### src/rtl/rx_audio_xfer_sched_if.sv
// Host/producer/memory-facing signals of the rx audio read scheduler.
interface rx_audio_xfer_sched_if;
  logic [15:0] buf_ctr_C;
  logic [7:0]  nrx_samps;
  logic        start_C;
  logic        word_rdy_C;
  logic        get_rx_samp_C;
  logic        busy_C;
  logic        done_C;
  logic [15:0] avail_C;
  logic        overrun_C;
  logic        reset_bufs_C;

  modport master (
    output buf_ctr_C, nrx_samps, start_C, word_rdy_C,
    input  get_rx_samp_C, busy_C, done_C, avail_C, overrun_C, reset_bufs_C
  );

  modport slave (
    input  buf_ctr_C, nrx_samps, start_C, word_rdy_C,
    output get_rx_samp_C, busy_C, done_C, avail_C, overrun_C, reset_bufs_C
  );
endinterface

### src/rtl/rx_audio_xfer_sched.sv
// CPU-domain read scheduler for the shared rx audio sample buffer: one paced burst per request.
// Optional writer-overrun detection and recovery is enabled with `define RX_XFER_OVERRUN_EN.
module rx_audio_xfer_sched #(
  parameter int unsigned CHANS     = 4,
  parameter int unsigned BUF_DEPTH = 8
) (
  input  logic                  cpu_clk,
  input  logic                  reset_C,
  rx_audio_xfer_sched_if.slave  bus
);

  typedef enum logic [2:0] {
    S_IDLE    = 3'd0,
    S_WAIT    = 3'd1,
    S_READ    = 3'd2,
    S_DONE    = 3'd3,
    S_RECOVER = 3'd4
  } state_e;

  state_e      state_q, state_d;
  logic [15:0] rd_ctr_q, rd_ctr_d;
  logic [15:0] rem_q, rem_d;
  logic        overrun_q, overrun_d;
  logic        reset_bufs_q, reset_bufs_d;
  logic [15:0] avail_s;
  logic [15:0] words_s;
  logic        strobe_s;
  logic        ovr_s;

  if ((CHANS == 0) || (BUF_DEPTH == 0)) begin : g_bad_cfg
    $error("rx_audio_xfer_sched: CHANS and BUF_DEPTH must be non-zero");
  end

  // Pending buffers; modular subtraction keeps this right across producer-counter wrap.
  assign avail_s = bus.buf_ctr_C - rd_ctr_q;
  assign words_s = 16'(bus.nrx_samps) * 16'(CHANS * 3) + 16'd4;

`ifdef RX_XFER_OVERRUN_EN
  assign ovr_s = (state_q != S_RECOVER) && (avail_s > 16'(BUF_DEPTH));
`else
  assign ovr_s = 1'b0;
`endif

  // Next-state, counter update and strobe decode.
  always_comb begin
    state_d      = state_q;
    rd_ctr_d     = rd_ctr_q;
    rem_d        = rem_q;
    overrun_d    = overrun_q;
    reset_bufs_d = 1'b0;
    strobe_s     = 1'b0;
    case (state_q)
      S_IDLE: begin
        if (bus.start_C && (bus.nrx_samps != 8'd0)) begin
          rem_d   = words_s;
          state_d = (avail_s != 16'd0) ? S_READ : S_WAIT;
        end else begin
          state_d = S_IDLE;
        end
      end
      S_WAIT: begin
        if (avail_s != 16'd0) begin
          state_d = S_READ;
        end else begin
          state_d = S_WAIT;
        end
      end
      S_READ: begin
        strobe_s = bus.word_rdy_C;
        if (bus.word_rdy_C) begin
          rem_d   = rem_q - 16'd1;
          state_d = (rem_q == 16'd1) ? S_DONE : S_READ;
        end else begin
          state_d = S_READ;
        end
      end
      S_DONE: begin
        rd_ctr_d = rd_ctr_q + 16'd1;
        state_d  = S_IDLE;
      end
      S_RECOVER: begin
        if (bus.buf_ctr_C == 16'd0) begin
          state_d = S_IDLE;
        end else begin
          state_d = S_RECOVER;
        end
      end
      default: begin
        state_d = S_IDLE;
      end
    endcase
    // Overrun wins over everything, including a final strobe heading for DONE.
    if (ovr_s) begin
      state_d      = S_RECOVER;
      reset_bufs_d = 1'b1;
      overrun_d    = 1'b1;
      rd_ctr_d     = 16'd0;
      rem_d        = 16'd0;
    end else begin
      reset_bufs_d = reset_bufs_d;
    end
  end

  // State and counter registers.
  always_ff @(posedge cpu_clk) begin
    if (reset_C) begin
      state_q      <= S_IDLE;
      rd_ctr_q     <= 16'd0;
      rem_q        <= 16'd0;
      overrun_q    <= 1'b0;
      reset_bufs_q <= 1'b0;
    end else begin
      state_q      <= state_d;
      rd_ctr_q     <= rd_ctr_d;
      rem_q        <= rem_d;
      overrun_q    <= overrun_d;
      reset_bufs_q <= reset_bufs_d;
    end
  end

  assign bus.get_rx_samp_C = strobe_s;
  assign bus.busy_C        = (state_q != S_IDLE);
  assign bus.done_C        = (state_q == S_DONE);
  assign bus.avail_C       = avail_s;
  assign bus.overrun_C     = overrun_q;
  assign bus.reset_bufs_C  = reset_bufs_q;

endmodule

### src/flat_wrapper.sv
// flat-port wrapper written by rule: the top's interface ports become plain ports
module rx_audio_xfer_sched_flat 
#(
  parameter int unsigned CHANS     = 4,
  parameter int unsigned BUF_DEPTH = 8
)
  (cpu_clk, reset_C, bus_buf_ctr_C, bus_nrx_samps, bus_start_C, bus_word_rdy_C, bus_get_rx_samp_C, bus_busy_C, bus_done_C, bus_avail_C, bus_overrun_C, bus_reset_bufs_C);
  rx_audio_xfer_sched_if bus_i ();
  input  logic cpu_clk;
  input  logic reset_C;
  input wire logic [$bits(bus_i.buf_ctr_C)-1:0] bus_buf_ctr_C;
  input wire logic [$bits(bus_i.nrx_samps)-1:0] bus_nrx_samps;
  input wire logic [$bits(bus_i.start_C)-1:0] bus_start_C;
  input wire logic [$bits(bus_i.word_rdy_C)-1:0] bus_word_rdy_C;
  output wire logic [$bits(bus_i.get_rx_samp_C)-1:0] bus_get_rx_samp_C;
  output wire logic [$bits(bus_i.busy_C)-1:0] bus_busy_C;
  output wire logic [$bits(bus_i.done_C)-1:0] bus_done_C;
  output wire logic [$bits(bus_i.avail_C)-1:0] bus_avail_C;
  output wire logic [$bits(bus_i.overrun_C)-1:0] bus_overrun_C;
  output wire logic [$bits(bus_i.reset_bufs_C)-1:0] bus_reset_bufs_C;
  assign bus_i.buf_ctr_C = bus_buf_ctr_C;
  assign bus_i.nrx_samps = bus_nrx_samps;
  assign bus_i.start_C = bus_start_C;
  assign bus_i.word_rdy_C = bus_word_rdy_C;
  assign bus_get_rx_samp_C = bus_i.get_rx_samp_C;
  assign bus_busy_C = bus_i.busy_C;
  assign bus_done_C = bus_i.done_C;
  assign bus_avail_C = bus_i.avail_C;
  assign bus_overrun_C = bus_i.overrun_C;
  assign bus_reset_bufs_C = bus_i.reset_bufs_C;
  rx_audio_xfer_sched #(.CHANS(CHANS), .BUF_DEPTH(BUF_DEPTH)) u_core (.cpu_clk(cpu_clk), .reset_C(reset_C), .bus(bus_i));
endmodule
### config.mk
export PLATFORM = sky130hd
export DESIGN_NAME = rx_audio_xfer_sched_flat
export DESIGN_NICKNAME = d
export VERILOG_FILES = /design/src/rtl/rx_audio_xfer_sched_if.sv /design/src/rtl/rx_audio_xfer_sched.sv /design/src/flat_wrapper.sv
export SDC_FILE = /design/constraint.sdc
export NUM_CORES = 1
export LEC_CHECK = 0
export CAP_MARGIN = 20
export CORE_MARGIN = 1
export CORE_UTILIZATION = 55
export CTS_CLUSTER_DIAMETER = 100
export DETAILED_ROUTE_END_ITERATION = 8
export GPL_TIMING_DRIVEN = 1
export MAX_ROUTING_LAYER = met4
export PLACE_DENSITY = 0.86
export SLEW_MARGIN = 20
export SYNTH_ARGS = -nofsm -noshare
export SYNTH_HDL_FRONTEND = slang
export SYNTH_SLANG_ARGS = --single-unit
### constraint.sdc
create_clock -name cpu_clk -period 3.8 [get_ports cpu_clk]
set_input_delay 0.57 -clock cpu_clk [delete_from_list [all_inputs] [get_ports cpu_clk]]
set_output_delay 0.57 -clock cpu_clk [all_outputs]
set_load 0.01 [all_outputs]
; ---- Word level (Yosys, flattened, before mapping)
; Index checks and enable logic that the tools add are counted.
[word_totals]
reg_bits = 35
word_cells = 33
out_inout_bits = 21
[op_classes]
n_reduce_logical = 8
n_mux = 10
add_sub_neg = 4
n_eq_ne = 7
n_mul = 1
[ops]
columns = op, n
row1 = 16-bit two-way mux, 2
row2 = 16-bit one-hot mux with 2 select lines, 1
row3 = "16-bit by 1-bit adder with 16-bit output, second input constant", 1
row4 = "16-bit by 1-bit equality test with 1-bit output, second input constant", 1
row5 = 16-bit zero test, 1
row6 = 16-bit nonzero test, 1
row7 = "16-bit by 1-bit subtractor with 16-bit output, second input constant", 1
row8 = 16-bit subtractor, 1
row9 = "12-bit by 3-bit adder with 13-bit output, second input constant", 1
row10 = 3-bit one-hot mux with 4 select lines, 1
row11 = "8-bit by 2-bit multiplier with 10-bit output, second input constant", 1
row12 = 3-bit two-way mux, 3
row13 = 8-bit nonzero test, 1
row14 = "3-bit by 2-bit equality test with 1-bit output, second input constant", 2
row15 = "3-bit by 1-bit equality test with 1-bit output, second input constant", 1
row16 = "3-bit equality test, second input constant", 1
row17 = 3-bit zero test, 1
row18 = 3-bit AND reduction, 1
row19 = 3-bit nonzero test, 1
row20 = 1-bit two-way mux, 2
row21 = 2-bit two-way mux, 1
row22 = "2-bit by 1-bit != test with 1-bit output, second input constant", 1
row23 = "2-bit != test, second input constant", 1
row24 = 2-bit nonzero test, 1
row25 = 1-bit logical AND, 1

; ---- Logic depth before layout (Yosys ltp)
[logic_depth]
word_depth = 5
depth_mapped = 11
depth_no_buf = 11

; ---- Worst setup path before layout
; No wires, ideal clock.
[synth_timing]
kind = input -> register
startpoint = input port bus_buf_ctr_C[7]
endpoint = register u_core.state_q[1]
path_buffers = 0
t_arrival_ns = 2.800
cell_stages = 9
setup_slack_ns = 0.870
cell_sequence = ha_1 o21ai_0 a21oi_1 o41a_4 a2111oi_4 a311oi_1 or4_1 o32ai_1 o41ai_1
[synth_via]
elab_chain_len = 5
[synth_rtl]
columns = element, line_no
row1 = from (decl), flat_wrapper.sv:11  ; input wire logic [$bits(bus_i.buf_ctr_C)-1:0] bus_buf_ctr_C;
row2 = 16-bit subtractor (*), rx_audio_xfer_sched.sv:35  ; assign avail_s = bus.buf_ctr_C - rd_ctr_q;
row3 = net bus_avail_C[13], flat_wrapper.sv:18  ; output wire logic [$bits(bus_i.avail_C)-1:0] bus_avail_C;
row4 = 16-bit nonzero test (*), "rx_audio_xfer_sched.sv:56, rx_audio_xfer_sched.sv:62"
row5 = 2-bit two-way mux (*), "rx_audio_xfer_sched.sv:56, rx_audio_xfer_sched.sv:62"
row6 = 3-bit two-way mux, rx_audio_xfer_sched.sv:54  ; if (bus.start_C && (bus.nrx_samps != 8'd0)) begin
row7 = 3-bit one-hot mux with 4 select lines (*), rx_audio_xfer_sched.sv:52  ; case (state_q)
row8 = to (signal assigned), rx_audio_xfer_sched.sv:113  ; state_q <= state_d;
row9 = to (decl), rx_audio_xfer_sched.sv:20  ; state_e state_q, state_d;
; Mark *: on every way through the listed nets, which the timed path passes. The rest lies on a longest branch.
; A chain may end at the register's enable or synchronous reset.

; ---- Worst setup path in the final report
[layout_timing]
startpoint = input port bus_buf_ctr_C[1]
endpoint = output port bus_avail_C[11]
[layout_via]
elab_chain_len = 1
[layout_rtl]
columns = element, line_no
row1 = 16-bit subtractor, rx_audio_xfer_sched.sv:35
row2 = to (decl), flat_wrapper.sv:18
; Every way passes these cells.

==> impl_metrics.ini <==
[die]
start_util_pct = 58.3
die_h_um = 79.4
core_area_um2 = 5640
die-area_um2 = 6300
num_rows = 27
die_w_um = 79.4
num_io_pins = 49

[synth]
yosys_register_bits = 35
synth_area_leaders = dfxtp_1 (21%), ha_1 (12%), xnor2_1 (7.2%)
ys_types = 58
synth_cells = 440
synth_top_flop_cell = dfxtp_1
synth_edf_count = 0
synth_top_cell_by_area = dfxtp_1
yosys_warnings = 0
synth-async-reset-ratio_pct = 0
synth_top_area_share_pct = 21.3
seq_area_frac_synth_pct = 21.3
synth_area_per_cell_um2 = 7.48
syn-cell-area_um2 = 3290

[power]
powerDensity_nw_per_um2 = 286
power_mw = 1.13
power.leakage_nw = 1.61
peakVddDrop_mv = 0.179

[sta]
finalHoldViolCount = 0
fin_ws_ns = 0.220
fin_skew_ns = 0.00492
final_max_slew_viol_count = 0
timing.setup.tns_ns = 0
max_freq_mhz = 279
tightest_slew_ns = 0.752
fin_crit_ns = 3.58
rsz0062_at_grt = false
whs_ns = 0.479
max-slew-margin-rel_pct = 49.7
fin_crit_sh_pct = 94.2
finalSetupViolations = 0

[place]
dp.cells = 552
port_buffers = 46
globalplace.congestion = 0.933
hpwl_mm = 6.18
pre_cts_ws_ns = 0.0224
placed_area_um2 = 3850

[outcome]
status = completed

[setup_path]
cp-start-kind = primary input
cp_cell_sequence = clkdlybuf4s50_1 > ha_1 > nor2b_1 > o31a_1 > o31a_4 > a21oi_1 > xnor2_1 > clkdlybuf4s50_1
worstPathRequired_ns = 3.23
critPathKind = in -> out
critPathBufInv = 2
arrival_ns = 3.01
cpMostUsedCell = clkdlybuf4s50_1
crit_path_max_incr_delay_ns = 0.57
cp_slowest_cell = clkdlybuf4s50_1
cp_max_fo = 6
path_delay_family = buffers and inverters
cp-end-kind = primary output

[cts]
cts.sinks = 35
cts_tree = built
clock-root-buffer = clkbuf_8
htree_levels = 2
clkSlewWorstSetupHoldPaths_ns = 0.07
clock_path_buffers = 2
cts_buffers = 5
clock_latency_ns = 0.29

[layout]
layout_commonest_cell = nor2_1
n_antenna_cell = 0
finalInstanceArea_um2 = 3950
layout_common_cells = nor2_1 (52), clkdlybuf4s50_1 (40), inv_1 (36)
layout-drive-gt1-share_pct = 4.71
post-route-util_pct = 69.9
syn_to_final_growth_pct = 19.8
layout.cells.non_filler = 560
nets = 549

[job]
drv_cap = 0

[grt]
grt_start_max_net_pins = 24
grt_pass1_vias = 3035
track_usage_pct = 26.9
grt_pass1_wl_mm = 13.1
overflow = 0
antenna_found_initial = 0

[routing]
vias = 3303
drt-vias-per-instance = 5.90
route.final.wire_length_mm = 7.96
antenna_left = 0
dr.pass1.iters = 5
drc = 0
drt-initial-drc-count = 164
wl_per_cell_um = 14.2

[hold_path]
hold_path.class = reg -> reg
[synth_stat cells, types with 4 or more instances]
master / n
xnor2_1: 27
nor3_1: 27
and3_1: 8
ha_1: 32
nand4_1: 6
inv_1: 36
xor2_1: 12
dfxtp_1: 35
a21oi_1: 30
nor2_1: 52
o21a_1: 4
nor4_1: 7
nand3_1: 12
nor2b_1: 6
nand2b_1: 8
o21ai_0: 21
clkbuf_1: 13
nand2_1: 29
or3_1: 6
[flip-flops by register name, summed over array words and instances (netlist names)]
signal,cells
u_core.rem_q,16
u_core.rd_ctr_q,16
u_core.state_q,3
[cells by family (layout without fill, tap and decap cells)]
family / after synthesis / after routing / share of synthesized area [%]
and+or+nand+nor: 179 / 179 / 27.6
AOI/OAI and AO/OA: 98 / 98 / 20.5
buffers and inverters: 52 / 99 / 6.16
xor gates and xnor gates: 39 / 39 / 10.4
DFF: 35 / 35 / 21.3
adders and majority gates: 34 / 34 / 13.4
muxes: 2 / 2 / 0.608
other: 1 / 2 / 0.114
[report_power, final]
part           leakage, nW  internal, mW  switching (mW)  total, mW
combinational         1.28         0.206           0.252      0.458
clock               0.0422         0.128           0.130      0.258
sequential           0.284         0.388          0.0216      0.410
[routing by layer]
metal / global-route usage, % / wire, µm
met2: 47.0 / 3920
met1: 30.1 / 3370
met5: - / 0
met4: 12.7 / 230
met3: 3.91 / 438
[final timing paths]
kind	start	endpoint	slack (ns)	cells past startpoint
min reg2reg	u_core.rem_q[3]	u_core.rem_q[3]	0.48	2
max reg2reg	u_core.rd_ctr_q[1]	u_core.state_q[1]	0.68	10
max	bus_buf_ctr_C[1]	bus_avail_C[11]	0.22	8
min	u_core.rem_q[3]	u_core.rem_q[3]	0.48	2
[cell type report]
class	count	area, µm²
sequential	35	701
inverter	36	135
clock buffer	7	76.3
multi-input combinational	354	2390
tap	72	90.1
timing repair buffer	55	543
clock inverter	1	5.00
fill	477	1700
[repair_timing]
action,4_1_cts,5_1_grt
hold buffers,0,0
resized for setup,0,7
endpoints found under the setup margin,0,6
buffers inserted,0,0
[worst register-to-register path, stage by stage, from the launching register on]
cell and delay, ns:
dfxtp_1 0.40, inv_1 0.09, ha_1 0.27, nor2b_1 0.14, o31a_1 0.28, o31a_4 0.34, a2111oi_0 0.42, nor3_1 0.13
or4_1 0.49, o32ai_1 0.30, o41ai_1 0.13
No activity file was read; power rests on OpenSTA's default activity.
